### src/rtl/cpu_pkg.sv
// rtl/cpu_pkg.sv - opcodes, state encodings and A-source codes for the accumulator CPU
package cpu_pkg;

  localparam logic [2:0] OP_LOAD  = 3'b000;
  localparam logic [2:0] OP_STORE = 3'b001;
  localparam logic [2:0] OP_ADD   = 3'b010;
  localparam logic [2:0] OP_SUB   = 3'b011;
  localparam logic [2:0] OP_IN    = 3'b100;
  localparam logic [2:0] OP_JZ    = 3'b101;
  localparam logic [2:0] OP_JPOS  = 3'b110;
  localparam logic [2:0] OP_HALT  = 3'b111;

  localparam logic [1:0] ASEL_ALU = 2'b00;
  localparam logic [1:0] ASEL_IN  = 2'b01;
  localparam logic [1:0] ASEL_RAM = 2'b10;

  typedef enum logic [3:0] {
    S_START  = 4'd0,
    S_FETCH  = 4'd1,
    S_DECODE = 4'd2,
    S_LOAD   = 4'd3,
    S_STORE  = 4'd4,
    S_ADD    = 4'd5,
    S_SUB    = 4'd6,
    S_INPUT  = 4'd7,
    S_JZ     = 4'd8,
    S_JPOS   = 4'd9,
    S_HALT   = 4'd10
  } state_t;

endpackage

### src/rtl/edge_detect.sv
// rtl/edge_detect.sv - rising-edge detector for an already-synchronised level
module edge_detect (
  input  logic Clock,
  input  logic Reset,
  input  logic d,
  output logic rise
);

  logic d_q;

  always_ff @(posedge Clock or posedge Reset) begin
    if (Reset) d_q <= 1'b0;
    else       d_q <= d;
  end

  assign rise = d & ~d_q;

endmodule

### src/rtl/control_unit.sv
// rtl/control_unit.sv - fetch/decode/execute controller driving the accumulator datapath
module control_unit
  import cpu_pkg::*;
(
  input  logic       Clock,
  input  logic       Reset,
  input  logic       Enter,
  input  logic [2:0] IR,
  input  logic       Aeq0,
  input  logic       Apos,
  output logic       IRload,
  output logic       JMPmux,
  output logic       PCload,
  output logic       Meminst,
  output logic       MemWr,
  output logic [1:0] Asel,
  output logic       Aload,
  output logic       Sub,
  output logic       Halt,
  output logic [3:0] State
);

  state_t state;
  logic   enter_rise;

  edge_detect u_enter_edge (
    .Clock (Clock),
    .Reset (Reset),
    .d     (Enter),
    .rise  (enter_rise)
  );

  always_ff @(posedge Clock or posedge Reset) begin
    if (Reset) begin
      state <= S_START;
    end else begin
      case (state)
        S_START:  state <= S_FETCH;
        S_FETCH:  state <= S_DECODE;
        S_DECODE: begin
          case (IR)
            OP_LOAD:  state <= S_LOAD;
            OP_STORE: state <= S_STORE;
            OP_ADD:   state <= S_ADD;
            OP_SUB:   state <= S_SUB;
            OP_IN:    state <= S_INPUT;
            OP_JZ:    state <= S_JZ;
            OP_JPOS:  state <= S_JPOS;
            default:  state <= S_HALT;
          endcase
        end
        // A held Enter never re-triggers; only a fresh rising edge releases IN.
        S_INPUT:  state <= enter_rise ? S_FETCH : S_INPUT;
        S_HALT:   state <= S_HALT;
        S_LOAD, S_STORE, S_ADD, S_SUB, S_JZ, S_JPOS: state <= S_FETCH;
        default:  state <= S_START;
      endcase
    end
  end

  always_comb begin
    IRload  = 1'b0;
    JMPmux  = 1'b0;
    PCload  = 1'b0;
    Meminst = 1'b0;
    MemWr   = 1'b0;
    Asel    = ASEL_ALU;
    Aload   = 1'b0;
    Sub     = 1'b0;
    Halt    = 1'b0;
    case (state)
      S_FETCH: begin
        IRload = 1'b1;
        PCload = 1'b1;
      end
      S_DECODE: Meminst = 1'b1;
      S_LOAD: begin
        Meminst = 1'b1;
        Asel    = ASEL_RAM;
        Aload   = 1'b1;
      end
      S_STORE: begin
        Meminst = 1'b1;
        MemWr   = 1'b1;
      end
      S_ADD: begin
        Meminst = 1'b1;
        Aload   = 1'b1;
      end
      S_SUB: begin
        Meminst = 1'b1;
        Aload   = 1'b1;
        Sub     = 1'b1;
      end
      S_INPUT: begin
        Asel  = ASEL_IN;
        Aload = enter_rise;
      end
      // Untaken branch leaves PC at the value already incremented in FETCH.
      S_JZ: begin
        JMPmux = 1'b1;
        PCload = Aeq0;
      end
      S_JPOS: begin
        JMPmux = 1'b1;
        PCload = Apos;
      end
      S_HALT:  Halt = 1'b1;
      default: ;
    endcase
  end

  assign State = state;

endmodule

### config.mk
export PLATFORM = sky130hd
export DESIGN_NAME = control_unit
export DESIGN_NICKNAME = d
export VERILOG_FILES = /design/src/rtl/cpu_pkg.sv /design/src/rtl/edge_detect.sv /design/src/rtl/control_unit.sv
export SDC_FILE = /design/constraint.sdc
export NUM_CORES = 1
export LEC_CHECK = 0
export ABC_AREA = 1
export CORE_AREA = 2 2 39 41
export DETAILED_ROUTE_END_ITERATION = 6
export DIE_AREA = 0 0 41 43
export PLACE_DENSITY = 0.71
export SYNTH_ARGS = -nofsm -noshare
export SYNTH_HDL_FRONTEND = slang
export SYNTH_SLANG_ARGS = --single-unit
### constraint.sdc
create_clock -name Clock -period 2.82 [get_ports Clock]
set_clock_uncertainty 0.1 [all_clocks]
set_input_delay 0.564 -clock Clock [delete_from_list [all_inputs] [get_ports Clock]]
set_output_delay 0.564 -clock Clock [all_outputs]
set_load 0.03 [all_outputs]
* After elaboration in Yosys (flattened, before gate mapping)
Index checks and enable logic that the tools add are counted.
** Word-level totals
- Bits in registers :: 5
- Input bits :: 8
- Output and inout bits :: 14
- Word-level logic and storage cells :: 38
** Cells by class
- Equality and inequality tests :: 16
- Muxes and demuxes :: 12
- Bitwise operators :: 2
- Reductions and logical operators :: 6
** Operator list (count)
- $pmux W4 S7 :: 1
- $pmux W4 S5 :: 1
- $eq A4 B3 Y1 const B :: 4
- $eq A4 B4 Y1 const B :: 3
- $eq A3 B3 Y1 const B :: 3
- $eq A4 B2 Y1 const B :: 2
- $reduce_or A7 Y1 :: 1
- $eq A3 B2 Y1 const B :: 2
- $mux W1 :: 6
- $reduce_or A5 Y1 :: 1
- $eq A4 B1 Y1 const B :: 1
- $logic_not A4 Y1 :: 1
- $pmux W2 S2 :: 1
- $eq A3 B1 Y1 const B :: 1
- $logic_not A3 Y1 :: 1
- $mux W3 :: 1
- $pmux W1 S3 :: 1
- $reduce_or A3 Y1 :: 1
- $pmux W1 S2 :: 1
- $reduce_or A2 Y1 :: 1
- $and A1 B1 Y1 :: 1
- $not A1 Y1 :: 1

* Logic depth before layout (Yosys ltp)
Gate-level depths: netlist (run 1).
- Word-level depth :: 4
- Gate-level depth with buffers :: 5

* Modules after synthesis
From an unflattened synthesis (run 1), not the netlist that was laid out.
** Second synthesis, totals
- Cells, all modules :: 61
- Area, all modules :: 355.3 µm²
** By module, submodules not included
- control_unit :: instances 1, cells each 57, area each 316.6 µm², sequential area each 100.1 µm²
- edge_detect :: instances 1, cells each 4, area each 38.8 µm², sequential area each 25.0 µm²

* Worst setup path before layout (run 1)
Ideal clock, no wire load.
- Path kind :: register -> output
- From :: register state[2], in the netlist State[2]
- To :: output PCload
- Arrival :: 1.598 ns
- Path slack :: 0.558 ns
- Stages on the path, launching flop included :: 6
- Cells stage by stage :: dfrtp_1 inv_1 nand2_1 nor2_1 nand2_1 o21ai_0
** On the way
- Cells in the longest elaborated chain, start to end :: 2
** RTL lines
- start, declared :: line control_unit.sv:23 : state_t state;
- start signal, assigned :: line control_unit.sv:53 : S_INPUT: state <= enter_rise ? S_FETCH : S_INPUT;
- $eq A4 B4 Y1 / $eq A4 B1 Y1 (equally long branches) :: line control_unit.sv:71 : case (state)
- $pmux W1 S3 * :: line control_unit.sv:71
- end, declared :: line control_unit.sv:13 : output logic PCload,
Every way passes the cells marked *; elsewhere a longest branch is shown, timed or not.

* Worst setup path in the final report (run 1)
- From :: input Enter
- To :: output Aload
** On the way
- Cells in the longest elaborated chain, start to end :: 2
** RTL lines
- start, declared :: line control_unit.sv:7 : input logic Enter,
- $and A1 B1 Y1 :: line edge_detect.sv:16 : assign rise = d & ~d_q;
- $pmux W1 S2 :: line control_unit.sv:71
- end, declared :: line control_unit.sv:17 : output logic Aload,
No other way between the ends.

==> results of run 1 <==
worst max-delay path: cells and delay by family:
kind                   cells  cell delay, ps
and+or+nand+nor            3             250
buffers and inverters      3            1170
how the worst max path moves through the flow:
stage          slack (ps)      from  endpoint
2_1_floorplan         560  State[2]    PCload
3_3_place_gp          160     Enter     Aload
3_5_place_dp          150     Enter     Aload
4_1_cts               150     Enter     Aload
5_1_grt                60     Enter     Aload
6_report              160     Enter     Aload
power breakdown:
group | internal (W) | total (W) | leakage (nW) | switching (W)
combinational | 0.000192 | 0.000495 | 0.227 | 0.000303
sequential | 0.0000956 | 0.000125 | 0.0626 | 0.0000294
clock | 0.0000534 | 0.0000813 | 0.0150 | 0.0000280
final cells by class:
class	count	area [um^2]
Clock buffer	4	26.3
Fill cell	147	774
Inverter	12	45.0
Multi-Input combinational cell	44	183
Sequential cell	5	125
Tap cell	16	20.0
Timing Repair Buffer	21	210
logic make-up after synthesis:
family / Yosys count / synth area share, %
AOI/OAI and AO/OA: 2 / 3.19
buffers and inverters: 12 / 12.8
DFF: 5 / 35.5
and+or+nand+nor: 42 / 48.6
per-layer routing:
metal  global-route usage (%)  wire length, um  vias to the layer above  share of wire (%)
met5                        0                0                        -                  0
met4                     6.00                0                        0                  0
met3                     6.28               68                        0                7.8
met2                     18.1              424                       20                 48
met1                     15.7              383                      186                 44
li1                         -                -                      232                  -
state kept, by name (all words and copies together) (netlist names):
| signal | flops |
|---|---|
| State | 4 |
| u_enter_edge.d_q | 1 |
cell usage after synthesis:
| master | n | area, um^2 |
|---|---|---|
| nand3_1 | 6 | 30.0 |
| o21ai_0 | 1 | 5.00 |
| nor2_2 | 1 | 6.26 |
| nand3b_1 | 1 | 7.51 |
| o22ai_1 | 1 | 6.26 |
| nor2_1 | 15 | 56.3 |
| nand2_1 | 19 | 71.3 |
| dfrtp_1 | 5 | 125 |
| inv_1 | 12 | 45.0 |
through the flow:
stage	hold slack, ps	total power (W)	setup slack, ps
6_report	417	0.000701	162
3_3_place_gp	474	0.000620	156
5_1_grt	444	0.000763	58.6
2_1_floorplan	243	0.000426	558
3_5_place_dp	478	0.000622	148
4_1_cts	410	0.000709	148
==> impl_metrics.py, run 1 <==
metrics = {
    "setup_path": {
        "crit_fanout": 2,
        "worstSetupStartpointType": "input port",
        "ff2ff_path_depth": 5,
        "cpMaxStageDelayCell": "clkdlybuf4s50_1",
        "cp-end-kind": "output port",
        "max_stage_delay_ps": 660,
        "rr_startpoint": "State[1]",
        "path_cells": "clkdlybuf4s50_1 -> inv_1 -> nor2_1 -> nand2_1 -> nand3_1 -> clkdlybuf4s50_1",
        "crit_top_cell": "clkdlybuf4s50_1",
        "cp.required_ps": 2160,
        "r2r_end": "State[0]",
        "critPathKind": "in -> out",
        "r2r_setup_slack_ps": 1710,
        "cp.arrival_ps": 1990,
    },
    "pwr": {
        "pwr_density_cell_nw_per_um2": 1150,
        "power.static_leakage_nw": 0.305,
        "vdd_drop_max_uv": 527,
    },
    "synth": {
        "syn-num-nets": 69,
        "synth_cell_type_count": 9,
        "netlist_instances": 61,
        "postSynthAreaPerCell_um2": 5.78,
        "synth_area_um2": 353,
        "synth-seq-cells": 5,
        "yosysSeqAreaShare_pct": 35.5,
        "synth_warnings": 0,
    },
    "finish": {
        "nets": 95,
        "antennaDiodeCount": 0,
        "finalCoreUtilization_pct": 44.0,
        "instances_no_fill": 102,
        "final_common_cell": "clkdlybuf4s50_1",
        "final_area_um2": 609,
        "drive_gt1_share_pct": 4.65,
        "final_cell_mix": "21 x clkdlybuf4s50_1, 19 x nand2_1, 15 x nor2_1, 12 x inv_1, 6 x nand3_1",
        "syn2layout_area_growth_pct": 72.7,
    },
    "cts": {
        "cts.repair.resized": 0,
        "cts_buffers": 3,
        "htree_levels": 1,
        "cts_hold_buf": 0,
        "cts-root-buf": "clkbuf_4",
        "cts_tree": "done",
        "cts_sinks": 5,
        "postCtsSetupRepairBufs": 0,
        "clk_pin_slew_ps": 40,
        "worstSkewPairLatency_ps": 240,
        "clock_path_buffers": 2,
    },
    "timing": {
        "period_needed_ps": 2660,
        "slew-limit-headroom_pct": 79.2,
        "slew_viol_final": 0,
        "rsz0062_at_grt": "false",
        "tightest_slew_ps": 312,
        "tns_ps": 0,
        "finalCritPeriodShare_pct": 94.3,
        "fmax_ghz": 0.376,
        "hold_violations": 0,
        "setup_viol": 0,
    },
    "drt": {
        "wire_per_inst_um": 8.59,
        "vias": 438,
        "drcViolationCount": 0,
        "dr.first_iter.drc_count": 5,
        "totalWireLength_um": 876,
        "viasPerCell": 4.29,
        "ant_nets": 0,
        "dr.pass1.iters": 4,
    },
    "global_routing": {
        "grt_pass1_vias": 394,
        "grt_max_degree": 7,
        "grt_usage_pct": 12.8,
        "antenna_found_initial": 0,
        "grt_pass1_wl_um": 1500,
        "overflow": 0,
    },
    "min_path": {
        "hold_path_class": "in -> async",
    },
    "place": {
        "place_hpwl_um": 738,
        "placed_area_um2": 583,
        "place_inst": 98,
        "place.gp.congestion": 0.810,
        "port_buffers": 21,
    },
    "floorplan": {
        "die-height_um": 43,
        "dieArea_um2": 1760,
        "die_x_um": 41,
        "ios": 22,
        "rows": 14,
        "coreArea_um2": 1380,
        "start_util_pct": 25.5,
    },
    "job": {
        "maxCapViolCount": 0,
    },
    "outcome": {
        "run_status": "complete, no violations",
    },
}
Note: power is estimated with default switching activity, not from simulation.
==> run 2: changes to the inputs <==
Settings changed: RECOVER_POWER set to 50.
==> impl_metrics.py, run 2 (synthesis results as in run 1) <==
metrics = {
    "finish": {
        "nets": 95,
        "largest_reg_flops": 4,
        "antennaDiodeCount": 0,
        "drive_gt1_share_pct": 4.65,
        "final_area_um2": 609,
        "final_common_cell": "nand2_1",
        "fillCellCount": 147,
        "final_cell_mix": "19 x nand2_1, 17 x clkdlybuf4s50_1, 15 x nor2_1, 12 x inv_1, 6 x nand3_1",
        "syn2layout_area_growth_pct": 72.7,
    },
    "drt": {
        "viasPerCell": 4.29,
        "dr.pass1.iters": 4,
        "ant_nets": 0,
        "vias": 438,
        "totalWireLength_um": 875,
        "dr.first_iter.drc_count": 5,
        "wire_per_inst_um": 8.58,
        "drcViolationCount": 0,
    },
    "place": {
        "place.gp.congestion": 0.810,
        "placed_area_um2": 583,
        "place_hpwl_um": 738,
        "port_buffers": 21,
    },
    "timing": {
        "setup_viol": 0,
        "period_needed_ps": 2660,
        "tightest_slew_ps": 316,
        "hold_violations": 0,
        "rsz0062_at_grt": "false",
        "slew-limit-headroom_pct": 78.9,
        "tns_ps": 0,
        "fmax_ghz": 0.376,
        "finalCritPeriodShare_pct": 94.3,
        "slew_viol_final": 0,
    },
    "setup_path": {
        "cp-end-kind": "output port",
        "crit_top_cell": "clkdlybuf4s50_1",
        "ff2ff_path_depth": 5,
        "r2r_end": "State[0]",
        "crit_fanout": 2,
        "max_stage_delay_ps": 660,
        "critPathKind": "in -> out",
        "worstSetupStartpointType": "input port",
        "cp.arrival_ps": 1990,
        "cpMaxStageDelayCell": "clkdlybuf4s50_1",
        "r2r_setup_slack_ps": 1710,
        "rr_startpoint": "State[1]",
        "cp.required_ps": 2160,
        "path_cells": "clkdlybuf4s50_1 -> inv_1 -> nor2_1 -> nand2_1 -> nand3_1 -> clkdlybuf4s50_1",
    },
    "cts": {
        "cts_tree": "done",
        "cts.repair.resized": 0,
        "cts_sinks": 5,
        "htree_levels": 1,
        "postCtsSetupRepairBufs": 0,
        "clk_pin_slew_ps": 40,
        "cts-root-buf": "clkbuf_4",
        "cts_hold_buf": 0,
        "worstSkewPairLatency_ps": 240,
        "clock_path_buffers": 2,
        "cts_buffers": 3,
    },
    "outcome": {
        "run_status": "complete, no violations",
    },
    "pwr": {
        "power.static_leakage_nw": 0.312,
        "vdd_drop_max_uv": 525,
        "pwr_density_cell_nw_per_um2": 1140,
    },
    "min_path": {
        "holdPathStages": 4,
        "hold-path-endpoint": "State[2]",
        "holdCritStartpoint": "u_enter_edge.d_q",
        "hold_path_class": "reg -> reg",
    },
    "floorplan": {
        "ios": 22,
        "rows": 14,
        "start_util_pct": 25.5,
        "dieArea_um2": 1760,
        "coreArea_um2": 1380,
        "die-height_um": 43,
        "die_x_um": 41,
    },
    "global_routing": {
        "grt_pass1_wl_um": 1500,
        "grt_pass1_vias": 394,
        "antenna_found_initial": 0,
        "grt_usage_pct": 12.8,
        "grt_max_degree": 7,
        "overflow": 0,
    },
    "job": {
        "maxCapViolCount": 0,
    },
}
run 2: where the power goes:
group | switching, W | internal, W
sequential | 0.0000290 | 0.0000956
clock | 0.0000280 | 0.0000534
combinational | 0.000303 | 0.000188
run 2: final cells by class:
cell class / count / area [um^2] / share of cell area, %
Inverter: 12 / 45.0 / 7.39
Clock buffer: 4 / 26.3 / 4.31
Sequential cell: 5 / 125 / 20.5
Tap cell: 16 / 20.0 / 3.29
Timing Repair Buffer: 21 / 210 / 34.5
Multi-Input combinational cell: 44 / 183 / 30.0
run 2: layer usage:
| metal | GRT usage [%] | part of all wire (%) |
|---|---|---|
| met1 | 15.7 | 44 |
| met2 | 18.1 | 48 |
| met3 | 6.28 | 7.8 |
| met4 | 6.00 | 0 |
| met5 | 0 | 0 |
run 2: critical path, delay by kind of cell:
family / cells / cell delay (ps)
AND/OR/NAND/NOR: 3 / 250
buffers and inverters: 3 / 1170
run 2: how the worst max path moves through the flow:
stage,from,endpoint,slack (ps)
after floorplan,State[2],PCload,560
after global placement,Enter,Aload,160
after detailed placement,Enter,Aload,150
after CTS,Enter,Aload,150
after global routing,Enter,Aload,60
final,Enter,Aload,160
run 2: stage by stage:
| step | worst slack (ps) | hold WS [ps] | instances | utilization, % | total power, W |
|---|---|---|---|---|---|
| 4_1_cts | 148 | 410 | 102 | 44.0 | 0.000709 |
| 3_5_place_dp | 148 | 478 | 98 | 42.1 | 0.000622 |
| 3_3_place_gp | 156 | 474 | 98 | 42.1 | 0.000620 |
| 2_1_floorplan | 558 | 243 | 61 | - | 0.000426 |
| 6_report | 162 | 486 | 102 | 44.0 | 0.000698 |
| 5_1_grt | 58.6 | 533 | 102 | 44.0 | 0.000760 |
